## config.mk

```make
export PLATFORM = sky130hd
export DESIGN_NAME = stdp_array
export DESIGN_NICKNAME = d
export VERILOG_FILES = /design/src/rtl/stdp_pkg.sv /design/src/rtl/stdp_synapse.sv /design/src/rtl/stdp_array.sv
export SDC_FILE = /design/constraint.sdc
export NUM_CORES = 1
export LEC_CHECK = 0
export ABC_AREA = 1
export CELL_PAD_IN_SITES_DETAIL_PLACEMENT = 0
export CELL_PAD_IN_SITES_GLOBAL_PLACEMENT = 1
export CORE_MARGIN = 1
export CORE_UTILIZATION = 46
export DETAILED_ROUTE_END_ITERATION = 10
export PLACE_DENSITY = 0.94
export SETUP_SLACK_MARGIN = 0.5
export SLEW_MARGIN = 20
export SYNTH_ARGS = -nofsm -noshare
export SYNTH_HDL_FRONTEND = slang
export SYNTH_SLANG_ARGS = --single-unit
```

## constraint.sdc

```tcl
create_clock -name clk -period 7.95 [get_ports clk]
set_input_delay 2.385 -clock clk [delete_from_list [all_inputs] [get_ports clk]]
set_output_delay 2.385 -clock clk [all_outputs]
set_load 0.01 [all_outputs]
```

## src/rtl/stdp_pkg.sv

```systemverilog
// Shared constants and helpers for the multi-channel STDP engine.
// Decay and clamp helpers work on 32-bit ints. Callers narrow the results to their own widths.
package stdp_pkg;

  localparam int DEF_N_CH    = 4;
  localparam int DEF_TW      = 8;
  localparam int DEF_WW      = 8;
  localparam int DEF_W_INIT  = 16;
  localparam int DEF_W_MIN   = 0;
  localparam int DEF_W_MAX   = 255;
  localparam int DEF_A_PLUS  = 8;
  localparam int DEF_A_MINUS = 4;
  localparam int DEF_TAU_SH  = 2;
  localparam int DEF_WINDOW  = 32;

  // The amplitude halves once per 2^tau_sh cycles of elapsed time.
  // A shift amount at or beyond the word width yields zero.
  function automatic int unsigned stdp_delta(input int unsigned amp,
                                             input int unsigned dt,
                                             input int unsigned tau_sh);
    int unsigned sh;
    sh = dt >> tau_sh;
    if (sh >= 32) begin
      return 0;
    end
    return amp >> sh;
  endfunction

  function automatic int sat_hi(input int v, input int hi);
    return (v > hi) ? hi : v;
  endfunction

  function automatic int sat_lo(input int v, input int lo);
    return (v < lo) ? lo : v;
  endfunction

endpackage

```

## src/rtl/stdp_synapse.sv

```systemverilog
// One presynaptic channel: its spike timer, its weight, and the LTP/LTD decision
// against the shared postsynaptic timer.
module stdp_synapse
  import stdp_pkg::*;
#(
  parameter int TW      = DEF_TW,
  parameter int WW      = DEF_WW,
  parameter int W_INIT  = DEF_W_INIT,
  parameter int W_MIN   = DEF_W_MIN,
  parameter int W_MAX   = DEF_W_MAX,
  parameter int A_PLUS  = DEF_A_PLUS,
  parameter int A_MINUS = DEF_A_MINUS,
  parameter int TAU_SH  = DEF_TAU_SH,
  parameter int WINDOW  = DEF_WINDOW
) (
  input  logic          clk,
  input  logic          rst,
  input  logic          learn_en,
  input  logic          pre_spike,
  input  logic          post_spike,
  input  logic [TW-1:0] post_t,
  output logic [WW-1:0] weight,
  output logic          ltp_pulse,
  output logic          ltd_pulse
);

  localparam logic [TW-1:0] T_SAT = '1;

  logic [TW-1:0]        pre_t;
  logic [WW-1:0]        ltp_delta;
  logic [WW-1:0]        ltd_delta;
  logic                 ltp_fire;
  logic                 ltd_fire;
  logic [WW:0]          sum_wide;
  logic signed [WW:0]   diff_wide;
  logic [WW-1:0]        weight_next;

  // The timer sticks at all-ones, so a stale pre spike can never re-enter the window.
  always_ff @(posedge clk or posedge rst) begin
    if (rst) begin
      pre_t <= T_SAT;
    end else if (pre_spike) begin
      pre_t <= '0;
    end else if (pre_t != T_SAT) begin
      pre_t <= pre_t + 1'b1;
    end
  end

  always_comb begin
    ltp_delta = '0;
    ltd_delta = '0;
    if (32'(pre_t) < WINDOW) begin
      ltp_delta = WW'(stdp_delta(A_PLUS, 32'(pre_t), TAU_SH));
    end
    if (32'(post_t) < WINDOW) begin
      ltd_delta = WW'(stdp_delta(A_MINUS, 32'(post_t), TAU_SH));
    end
  end

  // Coincident pre and post cancel each other. A zero delta is not treated as an update.
  assign ltp_fire = post_spike && !pre_spike && (ltp_delta != '0);
  assign ltd_fire = pre_spike && !post_spike && (ltd_delta != '0);

  assign sum_wide  = {1'b0, weight} + {1'b0, ltp_delta};
  assign diff_wide = $signed({1'b0, weight}) - $signed({1'b0, ltd_delta});

  always_comb begin
    weight_next = weight;
    if (learn_en && ltp_fire) begin
      weight_next = WW'(sat_hi(int'(sum_wide), W_MAX));
    end else if (learn_en && ltd_fire) begin
      weight_next = WW'(sat_lo(int'(diff_wide), W_MIN));
    end
  end

  always_ff @(posedge clk or posedge rst) begin
    if (rst) begin
      weight    <= WW'(W_INIT);
      ltp_pulse <= 1'b0;
      ltd_pulse <= 1'b0;
    end else begin
      weight    <= weight_next;
      ltp_pulse <= learn_en && ltp_fire;
      ltd_pulse <= learn_en && ltd_fire;
    end
  end

endmodule

```

## src/rtl/stdp_array.sv

```systemverilog
// Multi-channel STDP engine. One synapse per presynaptic channel shares a single
// postsynaptic timer. The top level also provides the registered readout and the flat weight bus.
module stdp_array
  import stdp_pkg::*;
#(
  parameter int N_CH    = DEF_N_CH,
  parameter int TW      = DEF_TW,
  parameter int WW      = DEF_WW,
  parameter int W_INIT  = DEF_W_INIT,
  parameter int W_MIN   = DEF_W_MIN,
  parameter int W_MAX   = DEF_W_MAX,
  parameter int A_PLUS  = DEF_A_PLUS,
  parameter int A_MINUS = DEF_A_MINUS,
  parameter int TAU_SH  = DEF_TAU_SH,
  parameter int WINDOW  = DEF_WINDOW
) (
  input  logic                                    clk,
  input  logic                                    rst,
  input  logic                                    learn_en,
  input  logic [N_CH-1:0]                         pre_spike,
  input  logic                                    post_spike,
  input  logic [((N_CH > 1) ? $clog2(N_CH) : 1)-1:0] rd_addr,
  output logic [WW-1:0]                           weight_o,
  output logic [N_CH*WW-1:0]                      weights,
  output logic [N_CH-1:0]                         ltp_pulse,
  output logic [N_CH-1:0]                         ltd_pulse
);

  localparam logic [TW-1:0] T_SAT = '1;

  logic [TW-1:0] post_t;
  logic [WW-1:0] w_arr [N_CH];

  always_ff @(posedge clk or posedge rst) begin
    if (rst) begin
      post_t <= T_SAT;
    end else if (post_spike) begin
      post_t <= '0;
    end else if (post_t != T_SAT) begin
      post_t <= post_t + 1'b1;
    end
  end

  genvar gi;
  generate
    for (gi = 0; gi < N_CH; gi++) begin : g_ch
      stdp_synapse #(
        .TW      (TW),
        .WW      (WW),
        .W_INIT  (W_INIT),
        .W_MIN   (W_MIN),
        .W_MAX   (W_MAX),
        .A_PLUS  (A_PLUS),
        .A_MINUS (A_MINUS),
        .TAU_SH  (TAU_SH),
        .WINDOW  (WINDOW)
      ) u_syn (
        .clk        (clk),
        .rst        (rst),
        .learn_en   (learn_en),
        .pre_spike  (pre_spike[gi]),
        .post_spike (post_spike),
        .post_t     (post_t),
        .weight     (w_arr[gi]),
        .ltp_pulse  (ltp_pulse[gi]),
        .ltd_pulse  (ltd_pulse[gi])
      );
      assign weights[gi*WW +: WW] = w_arr[gi];
    end
  endgenerate

  // The readout lags the weight bus by one cycle. Unpopulated addresses read as zero.
  always_ff @(posedge clk or posedge rst) begin
    if (rst) begin
      weight_o <= '0;
    end else if (32'(rd_addr) < N_CH) begin
      weight_o <= w_arr[rd_addr];
    end else begin
      weight_o <= '0;
    end
  end

endmodule

```

==> results by group <==
Logic synthesis
  • Biggest area consumer among synthesized cells: dfstp_2
  • Synth top cells by count: 270 x nand2_1, 111 x inv_1, 97 x nor2_1, 89 x nand3_1
  • Area contributors post-synth: dfstp_2 17%, dfrtp_1 17%, nand2_1 15%, nand3_1 6.7%, inv_1 6.2%
  • Post-synth EDFFs: 0
  • FFs w/ async S/R, synth: 100%
  • Sequential area share after synthesis: 33.8%
  • Number of synthesized register bits: 88
  • Cells after synthesis: 940
  • Syn_nets: 991
  • Top_reg_cell synth: dfstp_2
  • Cell variety after synth: 44
  • Syn. warnings: 0
  • Mapped Area: 0.00667 mm2
  • Top cell type's share of synthesized area: 17.3%
  • Most common cell in the netlist: nand2_1
  • Syn_area_per_cell: 7.09 um2

Floorplanning
  • Row count: 43
  • Die Height: 122 um
  • Initial Util: 47.7%
  • Core area: 0.0140 mm2
  • Die ar.: 0.0150 mm2
  • I/O pin count: 58
  • Die Span X: 122 um

Final layout
  • Post-layout util: 54.3%
  • Ratio of cells with drive above 1 in the final layout: 10.7%
  • Syn-to-layout area delta: 13.8%
  • Nets@finish: 1,034
  • ANT cells: 0
  • Design Area, Final: 0.00759 mm2

Detailed routing
  • Vias per cell: 5.18
  • Via count: 6,052
  • WL/cell: 13.8 um
  • Number of remaining DRC errors: 0
  • Post-route ant nets: 0
  • First-iteration detailed-routing DRC count: 459
  • Routed wire length: 16,100 um
  • Pre-antenna DRT Iters: 7

Setup path
  • Kind of cell adding the most delay to the critical path: flip-flops
  • Data arrival time of the worst path: 1610 ps
  • CP max-delay cell: dfstp_2
  • CP Capture Type: output pin
  • Worst path cell trace: clkdlybuf4s50_1
  • Worst Path Buf+Inv: 1
  • Crit Path Class: flop to output pin
  • Max Fanout on Critical Path: 10
  • CP required: 5570 ps
  • Worst setup SP type: flop
  • CP max stage delay: 670 ps

Clocking
  • Sink Count: 88
  • Worst-case clock buffer depth: 2
  • PostCTS Resize Cnt: 0
  • Clock Latency Late Sink: 350 ps
  • Number of H-tree levels: 3
  • Clk root buf: clkbuf_16
  • CTS tree: yes
  • Post-CTS Hold Buffers: 0
  • Post-CTS setup buffers: 0
  • Clock transition at path regs: 70 ps
  • CTS Buf Count: 9

STA
  • Hold WS: 486 ps
  • Worst Clk Skew: 7.20 ps
  • Fin Setup TNS: 0 ps
  • # setup viols final: 0
  • Slew Limit Fails: 0
  • Final hold vios: 0
  • Final period utilization: 50.2%
  • Final min period: 3990 ps
  • Relative max-transition margin: 46.0%
  • Actual slew at the worst max-slew pin: 804 ps
  • RSZ-0062 raised after global routing: false
  • Achievable frequency: 0.250 GHz

Global route
  • Largest net degree at the start of global routing: 52
  • Gr ovfl total: 0
  • First-pass GRT wire length: 26,600 um
  • GRT Util Overall: 22.7%
  • Vias in the first global route: 5,524
  • Initial antenna violation count: 0

Placement
  • GPL Wtd Cong: 0.847
  • DP Wirelength: 12,200 um
  • Placement Cell Area: 0.00728 mm2
  • # port buffers: 57

Power
  • Leakage: 0.00365 uW
  • Maximum vdd drop: 0.102 mV
  • P per Cell Area: 273 mW/mm2

Outcome
  • Status: finished, final reports clean

Flow run
  • Max-cap violations: 0

Hold path
  • Hold WC Path Type: flop to flop
==> metrics by stage <==
step,instances,setup slack [ps],power [uW]
2_1_floorplan,940,3360,1300
3_3_place_gp,1152,3720,1630
3_5_place_dp,1152,3660,1630
4_1_cts,1168,3950,2080
5_1_grt,1168,3840,2240
6_report,1168,3960,2070
==> flip-flops by register name, summed over array words and instances (netlist names) <==
| name | cells |
|---|---|
| g_ch.u_syn.pre_t | 32 |
| post_t | 8 |
| g_ch.u_syn.ltd_pulse | 4 |
| weight_o | 8 |
| g_ch.u_syn.ltp_pulse | 4 |
| g_ch.u_syn.weight | 32 |
==> kinds of logic (layout without fill, tap and decap cells) <==
logic type      after synthesis  in the layout  synth area share (%)
compound gates              111            111                  9.25
flops                        88             88                  33.8
simple gates                535            535                  36.0
buf+inv                     145            193                  9.70
xor+xnor                     20             20                  2.63
fa+ha+maj                    41             41                  8.59
==> report_power, final <==
part           total (uW)  internal, uW  switching (uW)
clock network         442           251             191
logic                 914           396             518
registers             715           543             172
total                2070          1190             881
==> final timing paths <==
kind	startpoint	to	slack (ps)	cells past startpoint
worst max-delay path	g_ch[2].u_syn.weight[4]$_DFFE_PP1P_	weights[20]	3960	1
worst min-delay path	g_ch[1].u_syn.pre_t[1]$_DFFE_PP1P_	g_ch[1].u_syn.pre_t[1]$_DFFE_PP1P_	490	2
worst max register to register	post_t[3]$_DFFE_PP1P_	g_ch[0].u_syn.weight[3]$_DFFE_PP0P_	5240	10
worst min register to register	g_ch[1].u_syn.pre_t[1]$_DFFE_PP1P_	g_ch[1].u_syn.pre_t[1]$_DFFE_PP1P_	490	2
max in group asynchronous	rst	g_ch[0].u_syn.weight[7]$_DFFE_PP0P_	4430	3
min in group asynchronous	rst	g_ch[2].u_syn.weight[0]$_DFFE_PP0P_	2440	2
==> per-layer routing <==
metal  GRT usage, %  vias up  wire length, um
met5              0        -                0
met4           6.94        0              225
met3           2.60       16              514
met2           36.7      107             7400
met1           31.7     2797             7980
li1               -     3132                -
==> cells in the final DEF, fill, tap and decap left out, types with 2 or more instances in the layout <==
master,synthesis,layout
nand2_1,270,270
inv_1,111,110
nor2_1,97,97
nand3_1,89,89
clkdlybuf4s50_1,0,57
dfrtp_1,44,44
dfstp_2,44,44
o21ai_0,41,41
a21oi_1,40,40
ha_1,33,33
nand4_1,19,19
nor3_1,14,14
xor2_1,14,14
nor2_4,11,11
clkbuf_16,0,10
o21ai_1,9,9
nor2_2,8,8
nor4_1,8,8
fa_1,8,8
a211oi_1,6,6
xnor2_1,6,6
inv_2,5,5
nand2_2,4,4
nand3_2,4,4
inv_4,2,3
nand3b_1,3,3
a21boi_0,3,3
o211ai_1,3,3
and2_4,2,2
or2_2,2,2
o21a_1,2,2
clkbuf_8,0,2
clkinv_4,0,2
buf_4,12,2
==> layout make-up <==
class | instances | area [um2]
clock buffers | 12 | 278
clock inverters | 4 | 32.5
fillers | 1387 | 6400
multi-input cells | 707 | 3760
flip-flops and latches | 88 | 2260
inverters | 118 | 449
well taps | 180 | 225
repair buffers | 59 | 586
==> tightest hold or removal path: cells and delay by family, from the launching register on <==
kind,cells,cell delay (ps)
and+or+nand+nor,1,60
DFF,1,380
AOI/OAI and AO/OA,1,50
Note: power is estimated with default switching activity, not from simulation.
